--- config.mk ---
export PLATFORM = sky130hd
export DESIGN_NAME = clint_smp
export DESIGN_NICKNAME = d
export VERILOG_FILES = /design/src/rtl/clint_pkg.sv /design/src/rtl/clint_hart_slot.sv /design/src/rtl/clint_smp.sv
export SDC_FILE = /design/constraint.sdc
export NUM_CORES = 1
export LEC_CHECK = 0
export ABC_AREA = 1
export BUFFER_PORTS_ARGS = -buffer_cell sky130_fd_sc_hd__buf_2
export CORE_UTILIZATION = 35
export DETAILED_ROUTE_END_ITERATION = 6
export SYNTH_ARGS = -nofsm -noshare
export SYNTH_HDL_FRONTEND = slang
export SYNTH_SLANG_ARGS = --single-unit
--- constraint.sdc ---
create_clock -name CLK -period 2.4 [get_ports CLK]
set_input_delay 0.12 -clock CLK [delete_from_list [all_inputs] [get_ports CLK]]
set_output_delay 0.12 -clock CLK [all_outputs]
set_load 0.02 [all_outputs]
--- src/rtl/clint_pkg.sv ---
// clint_pkg: CLINT address map constants, register widths and the address decoder
package clint_pkg;
  localparam logic [15:0] CLINT_MSIP_BASE     = 16'h0000;
  localparam logic [15:0] CLINT_MTIMECMP_BASE = 16'h4000;
  localparam logic [15:0] CLINT_MTIME_LO      = 16'hBFF8;
  localparam logic [15:0] CLINT_MTIME_HI      = 16'hBFFC;
  localparam int XLEN    = 32;
  localparam int MTIME_W = 64;
  typedef enum logic [1:0] {RGN_NONE, RGN_MSIP, RGN_MTIMECMP, RGN_MTIME} region_e;
  typedef struct packed {
    region_e    region;
    logic [3:0] hart;
    logic       hi;
  } dec_t;
  // Hart indices are decoded for the full 16-hart window; the top level only
  // builds slots for harts that exist, so absent harts read 0 and ignore writes.
  function automatic dec_t clint_decode(input logic [15:0] addr);
    dec_t d;
    logic [15:0] wa;
    wa       = {addr[15:2], 2'b00};
    d.region = RGN_NONE;
    d.hart   = 4'd0;
    d.hi     = addr[2];
    if (wa[15:6] == CLINT_MSIP_BASE[15:6]) begin
      d.region = RGN_MSIP;
      d.hart   = wa[5:2];
    end else if (wa[15:7] == CLINT_MTIMECMP_BASE[15:7]) begin
      d.region = RGN_MTIMECMP;
      d.hart   = wa[6:3];
    end else if (wa == CLINT_MTIME_LO || wa == CLINT_MTIME_HI) begin
      d.region = RGN_MTIME;
    end
    return d;
  endfunction
endpackage

--- src/rtl/clint_hart_slot.sv ---
// clint_hart_slot: per-hart mtimecmp, msip and registered mtip
//   CLK, RST_X                      clock, async active-low reset
//   msip_we, cmp_lo_we, cmp_hi_we   decoded write strobes
//   msip_re, cmp_lo_re, cmp_hi_re   decoded read selects
//   wdata, mtime                    write data, current mtime
//   rdata, mtip, msip               read mux data, interrupt outputs
module clint_hart_slot
  import clint_pkg::*;
(
  input  logic               CLK,
  input  logic               RST_X,
  input  logic               msip_we,
  input  logic               cmp_lo_we,
  input  logic               cmp_hi_we,
  input  logic               msip_re,
  input  logic               cmp_lo_re,
  input  logic               cmp_hi_re,
  input  logic [XLEN-1:0]    wdata,
  input  logic [MTIME_W-1:0] mtime,
  output logic [XLEN-1:0]    rdata,
  output logic               mtip,
  output logic               msip
);
  logic [MTIME_W-1:0] mtimecmp;
  // mtip compares the current flops, so it trails the compare condition by one cycle
  always_ff @(posedge CLK or negedge RST_X) begin
    if (!RST_X) begin
      mtimecmp <= '1;
      msip     <= 1'b0;
      mtip     <= 1'b0;
    end else begin
      if (cmp_lo_we) mtimecmp[31:0] <= wdata;
      if (cmp_hi_we) mtimecmp[63:32] <= wdata;
      if (msip_we) msip <= wdata[0];
      mtip <= mtime >= mtimecmp;
    end
  end
  assign rdata = msip_re   ? {31'b0, msip} :
                 cmp_lo_re ? mtimecmp[31:0] :
                 cmp_hi_re ? mtimecmp[63:32] : '0;
endmodule

--- src/rtl/clint_smp.sv ---
// clint_smp: core-local interruptor with mtime, per-hart mtimecmp/msip and a req/ack register port
//   CLK, RST_X                 clock, async active-low reset
//   w_req, w_we, w_addr, w_wdata   register access request (one-cycle pulse)
//   w_rdata, w_ack             response, one cycle after the request
//   w_mtip, w_msip, w_mtime    per-hart interrupts and the shared mtime bus
module clint_smp
  import clint_pkg::*;
#(
  parameter int N_HARTS  = 1,
  parameter int TICK_DIV = 1
) (
  input  logic               CLK,
  input  logic               RST_X,
  input  logic               w_req,
  input  logic               w_we,
  input  logic [15:0]        w_addr,
  input  logic [XLEN-1:0]    w_wdata,
  output logic [XLEN-1:0]    w_rdata,
  output logic               w_ack,
  output logic [N_HARTS-1:0] w_mtip,
  output logic [N_HARTS-1:0] w_msip,
  output logic [MTIME_W-1:0] w_mtime
);
  localparam int PW = TICK_DIV > 1 ? $clog2(TICK_DIV) : 1;
  dec_t            dec;
  logic [PW-1:0]   presc;
  logic            tick, wr, rd, mt_sel, mt_lo_we, mt_hi_we;
  logic [XLEN-1:0] slot_rd [N_HARTS];
  logic [XLEN-1:0] slot_or, rd_mux;
  assign dec      = clint_decode(w_addr);
  assign tick     = presc == PW'(TICK_DIV - 1);
  assign wr       = w_req & w_we;
  assign rd       = w_req & ~w_we;
  assign mt_sel   = dec.region == RGN_MTIME;
  assign mt_lo_we = wr & mt_sel & ~dec.hi;
  assign mt_hi_we = wr & mt_sel & dec.hi;
  always_comb begin
    slot_or = '0;
    for (int i = 0; i < N_HARTS; i++) slot_or = slot_or | slot_rd[i];
  end
  assign rd_mux = mt_sel ? (dec.hi ? w_mtime[63:32] : w_mtime[31:0]) : slot_or;
  // A write to either mtime half replaces that half and suppresses the tick's
  // increment entirely; the prescaler keeps running regardless.
  always_ff @(posedge CLK or negedge RST_X) begin
    if (!RST_X) begin
      presc   <= '0;
      w_mtime <= '0;
      w_ack   <= 1'b0;
      w_rdata <= '0;
    end else begin
      presc   <= tick ? '0 : presc + PW'(1);
      w_mtime <= mt_lo_we ? {w_mtime[63:32], w_wdata} :
                 mt_hi_we ? {w_wdata, w_mtime[31:0]} :
                 tick     ? w_mtime + 64'd1 : w_mtime;
      w_ack   <= w_req;
      w_rdata <= rd ? rd_mux : '0;
    end
  end
  for (genvar h = 0; h < N_HARTS; h++) begin : g_slot
    logic hsel, msip_sel, cmp_sel;
    assign hsel     = dec.hart == 4'(h);
    assign msip_sel = hsel & (dec.region == RGN_MSIP);
    assign cmp_sel  = hsel & (dec.region == RGN_MTIMECMP);
    clint_hart_slot u_slot (
      .CLK       (CLK),
      .RST_X     (RST_X),
      .msip_we   (wr & msip_sel),
      .cmp_lo_we (wr & cmp_sel & ~dec.hi),
      .cmp_hi_we (wr & cmp_sel & dec.hi),
      .msip_re   (msip_sel),
      .cmp_lo_re (cmp_sel & ~dec.hi),
      .cmp_hi_re (cmp_sel & dec.hi),
      .wdata     (w_wdata),
      .mtime     (w_mtime),
      .rdata     (slot_rd[h]),
      .mtip      (w_mtip[h]),
      .msip      (w_msip[h])
    );
  end
endmodule

==> flow_metrics.tcl, run 1 <==
set metrics [dict create \
    max_freq_ghz 0.456 \
    timing.rr.start "w_mtime[0]" \
    grtUsageTotal_pct 25.7 \
    yosys.area.top_type "dfrtp_1" \
    p_leak_nw 6.62 \
    cts-buffers-inserted 17 \
    dieArea_sq_um 33300 \
    fillers 3275 \
    final_common_cell "nand2_1" \
    p_int_w 0.00511 \
    cp_cell_sequence "ha_1 > nand3_2 > inv_2 > nand2_1 > nor2_2 > nand2_1 > nor2_1 > xor2_1 > nand2_1 > nand3_1" \
    crit_path_end_kind "flip-flop" \
    crit_arrival_ns 2.59 \
    combPwrFrac_pct 10.7 \
    first_global_vias 11300 \
    root_buffer "clkbuf_16" \
    drt_iter0_markers 811 \
    grt_max_degree 59 \
    post-route-min-period_ns 2.19 \
    tns_ns 0 \
    synthArstFlopShare_pct 100 \
    cts_tree "yes" \
    grt_pass1_wl_mm 65.2 \
    startpoint_type "flip-flop" \
    hp-start "w_addr[14]" \
    synth.avg_cell_area_sq_um 7.10 \
    path_clk_slew_ns 0.07 \
    holdPathEnd "g_slot[0].u_slot.msip" \
    fp.dieH_um 183 \
    drt-total-wl_mm 41.2 \
    clockBufferDepth 2 \
    synth_nets 1725 \
    yosysWarnings 0 \
    switching_share_pct 26.5 \
    fp.coreArea_sq_um 31800 \
    final_util_pct 43.6 \
    hold_violations 0 \
    run_status "finished, final reports clean" \
    synth_top_cell_area_share_pct 21.7 \
    critPathBufInv 1 \
    ys.flop_type "dfrtp_1" \
    synth.area.top_cells "dfrtp_1, dfstp_2, nand2_1" \
    drive_gt1_share_pct 18.7 \
    rsz0062_at_grt "no" \
    numClockSinks 163 \
    antenna_found_initial 0 \
    netlist_instances 1608 \
    clkPwrFrac_pct 47.6 \
    powerDensity_nw_per_um2 501 \
    reg2reg_depth 10 \
    htree_levels 4 \
    overflow 0 \
    drv_slew 0 \
    relSlewSlack_pct 54.9 \
    row_count 65 \
    vdd_drop_max_mv 0.523 \
    antenna-diode-count 0 \
    syn_area_sq_um 11400 \
    synth.distinct_cells 39 \
    fin_skew_ns 0.0135 \
    die_w_um 183 \
    drv_cap 0 \
    hold_depth 6 \
    drc_errors 0 \
    cp_max_fo 6 \
    drt_pass1_iterations 5 \
    hp-class "in2reg" \
    hpwl_mm 31.6 \
    wl_per_cell_um 18.3 \
    num_vias 11554 \
    portBuffers 148 \
    ant_nets 0 \
    ys_ff_latch 163 \
    p_seq_share_pct 41.6 \
    nets 1926 \
    slowest_stage "dfrtp_1" \
    setup_viol 0 \
    syn_to_final_growth_pct 21.6 \
    p_sw_w 0.00184 \
    r2r_slack_ns 0.21 \
    yosysSeqAreaShare_pct 36.5 \
    cpPeakStageDelay_ns 0.45 \
    synth-edff-count 0 \
    critPathKind "reg2reg" \
    via_per_inst 5.12 \
    final_cell_mix "nand2_1, inv_1, buf_2" \
    path_delay_family "simple AND/OR/NAND/NOR gates" \
    start_util_pct 35.9 \
    crit_top_cell "nand2_1" \
    clkLatencyLatePin_ns 0.46 \
    regToRegEndpoint "w_mtime[58]" \
    gp_congestion 1.00 \
    cp.required_ns 2.80 \
    period_share_pct 91.3 \
    worst_pin_slew_ns 0.677 \
    pin_count 151 \
]
-- per-layer routing --
| metal | GRT usage [%] | vias up | wire, um |
|---|---|---|---|
| li1 | - | 5661 | - |
| met1 | 35.2 | 5518 | 19300 |
| met2 | 42.0 | 332 | 19300 |
| met4 | 6.89 | 0 | 765 |
| met5 | 0 | - | 0 |
| met3 | 3.83 | 43 | 1840 |
-- sequential cells by signal (all words and copies together), names as in the netlist --
| signal | flops |
|---|---|
| g_slot.u_slot.mtimecmp | 64 |
| w_mtime | 64 |
| w_rdata | 32 |
| g_slot.u_slot.msip | 1 |
| g_slot.u_slot.mtip | 1 |
| w_ack | 1 |
-- logic make-up (layout without fill, tap and decap cells) --
family	count (synthesis)	in the layout	share of synthesized area, %
adders and majority gates	65	65	7.13
xor gates and xnor gates	35	35	2.69
AOI/OAI and AO/OA	211	211	10.4
and+or+nand+nor	819	819	31.7
DFF	163	163	36.5
buffers and inverters	315	529	11.6
-- cell type report --
cell class                      count  area, sq um  area share [%]
Timing Repair Buffer              245         1600            11.5
Sequential cell                   163         4160            30.0
Tap cell                          435          544            3.92
Clock inverter                     11          224            1.61
Multi-Input combinational cell   1130         5940            42.8
Clock buffer                       21          470            3.39
Inverter                          252          946            6.82
-- worst max-delay path by stage --
stage	startpoint	end	slack (ns)	cells after the start
floorplan	w_mtime[0]	w_mtime[42]	0.56	10
global placement	w_mtime[1]	w_mtime[56]	0.25	9
detailed placement	w_mtime[0]	w_mtime[56]	0.15	9
CTS	w_mtime[0]	w_mtime[56]	0.12	9
global route	w_mtime[0]	w_mtime[58]	0.04	10
finish	w_mtime[0]	w_mtime[58]	0.21	10
-- power groups by stage --
stage	Clock, W	Combinational, W	Sequential (W)
CTS	0.00339	0.000747	0.00289
finish	0.00331	0.000747	0.00290
detailed placement	0	0.000700	0.00294
global route	0.00349	0.000837	0.00290
floorplan	0	0.000343	0.00298
global placement	0	0.000691	0.00294
-- worst reg2reg max path, cell delays in order (launching register included) --
cell	delay [ns]
dfrtp_1	0.45
ha_1	0.26
nand3_2	0.16
inv_2	0.11
nand2_1	0.22
nor2_2	0.25
nand2_1	0.20
nor2_1	0.20
xor2_1	0.15
nand2_1	0.07
nand3_1	0.08
-- stage by stage --
step	setup slack (ns)	cell area, sq um	total power [W]	hold WS (ns)	instances
after floorplan	0.559	11400	0.00332	-0.176	1608
after global placement	0.254	12800	0.00363	0.138	2190
after detailed placement	0.149	12800	0.00364	0.140	2190
after CTS	0.125	13900	0.00703	0.149	2256
after global routing	0.0407	13900	0.00723	0.181	2257
final	0.208	13900	0.00695	0.180	2257
-- cells in the mapped netlist (all sizes together) (2+ instances only) --
library cell  count
a21oi            32
a31oi             2
buf              46
clkbuf           17
dfrtp            99
dfstp            64
ha               65
inv             252
nand2           440
nand3           104
nand4            91
nor2            135
nor3             45
nor4              2
o211ai            8
o21ai           129
o221ai           22
o22ai            16
xnor2             3
xor2             32
-- timing repair --
action / in CTS / in global routing
gates resized for setup: 0 / 2
setup buffers: 0 / 1
hold endpoints to repair: 131 / 0
hold buffers: 34 / 0
setup endpoints to repair: 0 / 5
(Power assumes the default switching activity.)
==> run 2, diff against run 1 <==
CORE_UTILIZATION = 40   (was 35)
==> flow_metrics.tcl, run 2 (synthesis gave the netlist of run 1 again) <==
set metrics [dict create \
    htree_levels 4 \
    portBuffers 148 \
    antenna_found_initial 0 \
    startpoint_type "flip-flop" \
    path_clk_slew_ns 0.07 \
    fillers 2881 \
    grt_pass1_wl_mm 63.8 \
    grtUsageTotal_pct 29.4 \
    nets 1927 \
    overflow 0 \
    wl_per_cell_um 18.7 \
    final_cell_area_sq_um 13700 \
    tns_ns 0 \
    cts_tree "yes" \
    antenna-diode-count 0 \
    run_status "finished, final reports clean" \
    p_total_w 0.00647 \
    via_per_inst 5.25 \
    hold_violations 0 \
    drive_gt1_share_pct 18.7 \
    hp-class "in2reg" \
    start_util_pct 40.8 \
    pre_cts_slack_ns 0.0337 \
    critPathKind "reg2reg" \
    reg.largest.list "g_slot.u_slot.mtimecmp: 64 flops, w_mtime: 64 flops, w_rdata: 32 flops" \
    ant_nets 0 \
    powerDensity_nw_per_um2 473 \
    pin_count 151 \
    clockBufferDepth 2 \
    drv_cap 0 \
    worst_pin_slew_ns 0.569 \
    syn_to_final_growth_pct 20.0 \
    fp.dieH_um 171 \
    p_leak_nw 6.57 \
    numClockSinks 163 \
    gp_congestion 0.979 \
    cts-buffers-inserted 17 \
    crit_arrival_ns 2.57 \
    root_buffer "clkbuf_16" \
    drt_iter0_markers 875 \
    multi_input_area_sq_um 5940 \
    clkLatencyLatePin_ns 0.46 \
    rsz0062_at_grt "no" \
    first_global_vias 10983 \
    hpwl_mm 31.7 \
    drc_errors 0 \
    dpl_cell_area_sq_um 12800 \
    period_share_pct 92.6 \
    drv_slew 0 \
    fin_skew_ns 0.0106 \
    relSlewSlack_pct 62.0 \
    final_common_cell "nand2_1" \
    drt-total-wl_mm 41.1 \
    crit_path_end_kind "flip-flop" \
    max_freq_ghz 0.450 \
    cp_max_fo 6 \
    setup_viol 0 \
    post-route-min-period_ns 2.22 \
    fp.coreArea_sq_um 27900 \
    cts_setup_buffers 0 \
    final_util_pct 49.0 \
    drt_pass1_iterations 6 \
    grt_max_degree 69 \
    seq_area_sq_um 4160 \
    row_count 61 \
    vdd_drop_max_mv 0.434 \
    final_cell_mix "nand2_1, inv_1, buf_2" \
    dieArea_sq_um 29200 \
    cp.required_ns 2.75 \
    num_vias 11545 \
    fin_ws_ns 0.178 \
    die_w_um 171 \
]
run 2: worst max-delay path: stages (launching register included):
cell and delay (ns):
dfrtp_1 0.45, ha_1 0.26, nand3_2 0.16, inv_2 0.11, nand2_1 0.20, nor3_2 0.27, nand4_1 0.30, xor2_1 0.23
nand2_1 0.07, nand2_1 0.05
run 2: path summary, 6_finish.rpt:
path | startpoint | to | slack, ns | depth (start not counted)
hold / removal | w_addr[14] | g_slot[0].u_slot.msip | 0.18 | 6
max in group asynchronous | RST_X | g_slot[0].u_slot.mtimecmp[9] | 1.39 | 3
hold reg to reg | g_slot[0].u_slot.mtimecmp[37] | g_slot[0].u_slot.mtimecmp[37] | 0.48 | 2
min in group asynchronous | RST_X | w_ack | 0.20 | 2
setup reg to reg | w_mtime[0] | w_mtime[34] | 0.18 | 9
setup / recovery | w_mtime[0] | w_mtime[34] | 0.18 | 9
run 2: layer usage:
layer  GRT usage, %  vias to the layer above  wire length [um]
met5              0                        -                 0
met4           7.30                        0               573
met3           5.02                       39              2260
met2           47.6                      368             19300
met1           40.5                     5478             19000
li1               -                     5660                 -
run 2: through the flow:
stage,hold slack [ns],instances
floorplan,-0.176,1608
global placement,0.126,2135
detailed placement,0.129,2135
CTS,0.158,2201
global route,0.220,2201
finish,0.176,2201
run 2: power breakdown:
part / internal (W) / switching [W]
combinational: 0.000256 / 0.000503
clock: 0.00149 / 0.00131
sequential: 0.00281 / 0.000101
run 2: area by class of cell:
class	instances	area share [%]
sequential	163	30.4
multi-input combinational	1130	43.4
clock inverter	14	1.06
timing repair buffer	246	11.6
tap	378	3.45
inverter	252	6.91
clock buffer	18	3.21
run 2: repair_timing:
| action | in CTS | in global routing |
|---|---|---|
| gates resized for setup | 0 | 1 |
| hold buffers | 34 | 0 |
| endpoints found under the hold margin | 136 | 0 |
| endpoints found under the setup margin | 0 | 1 |
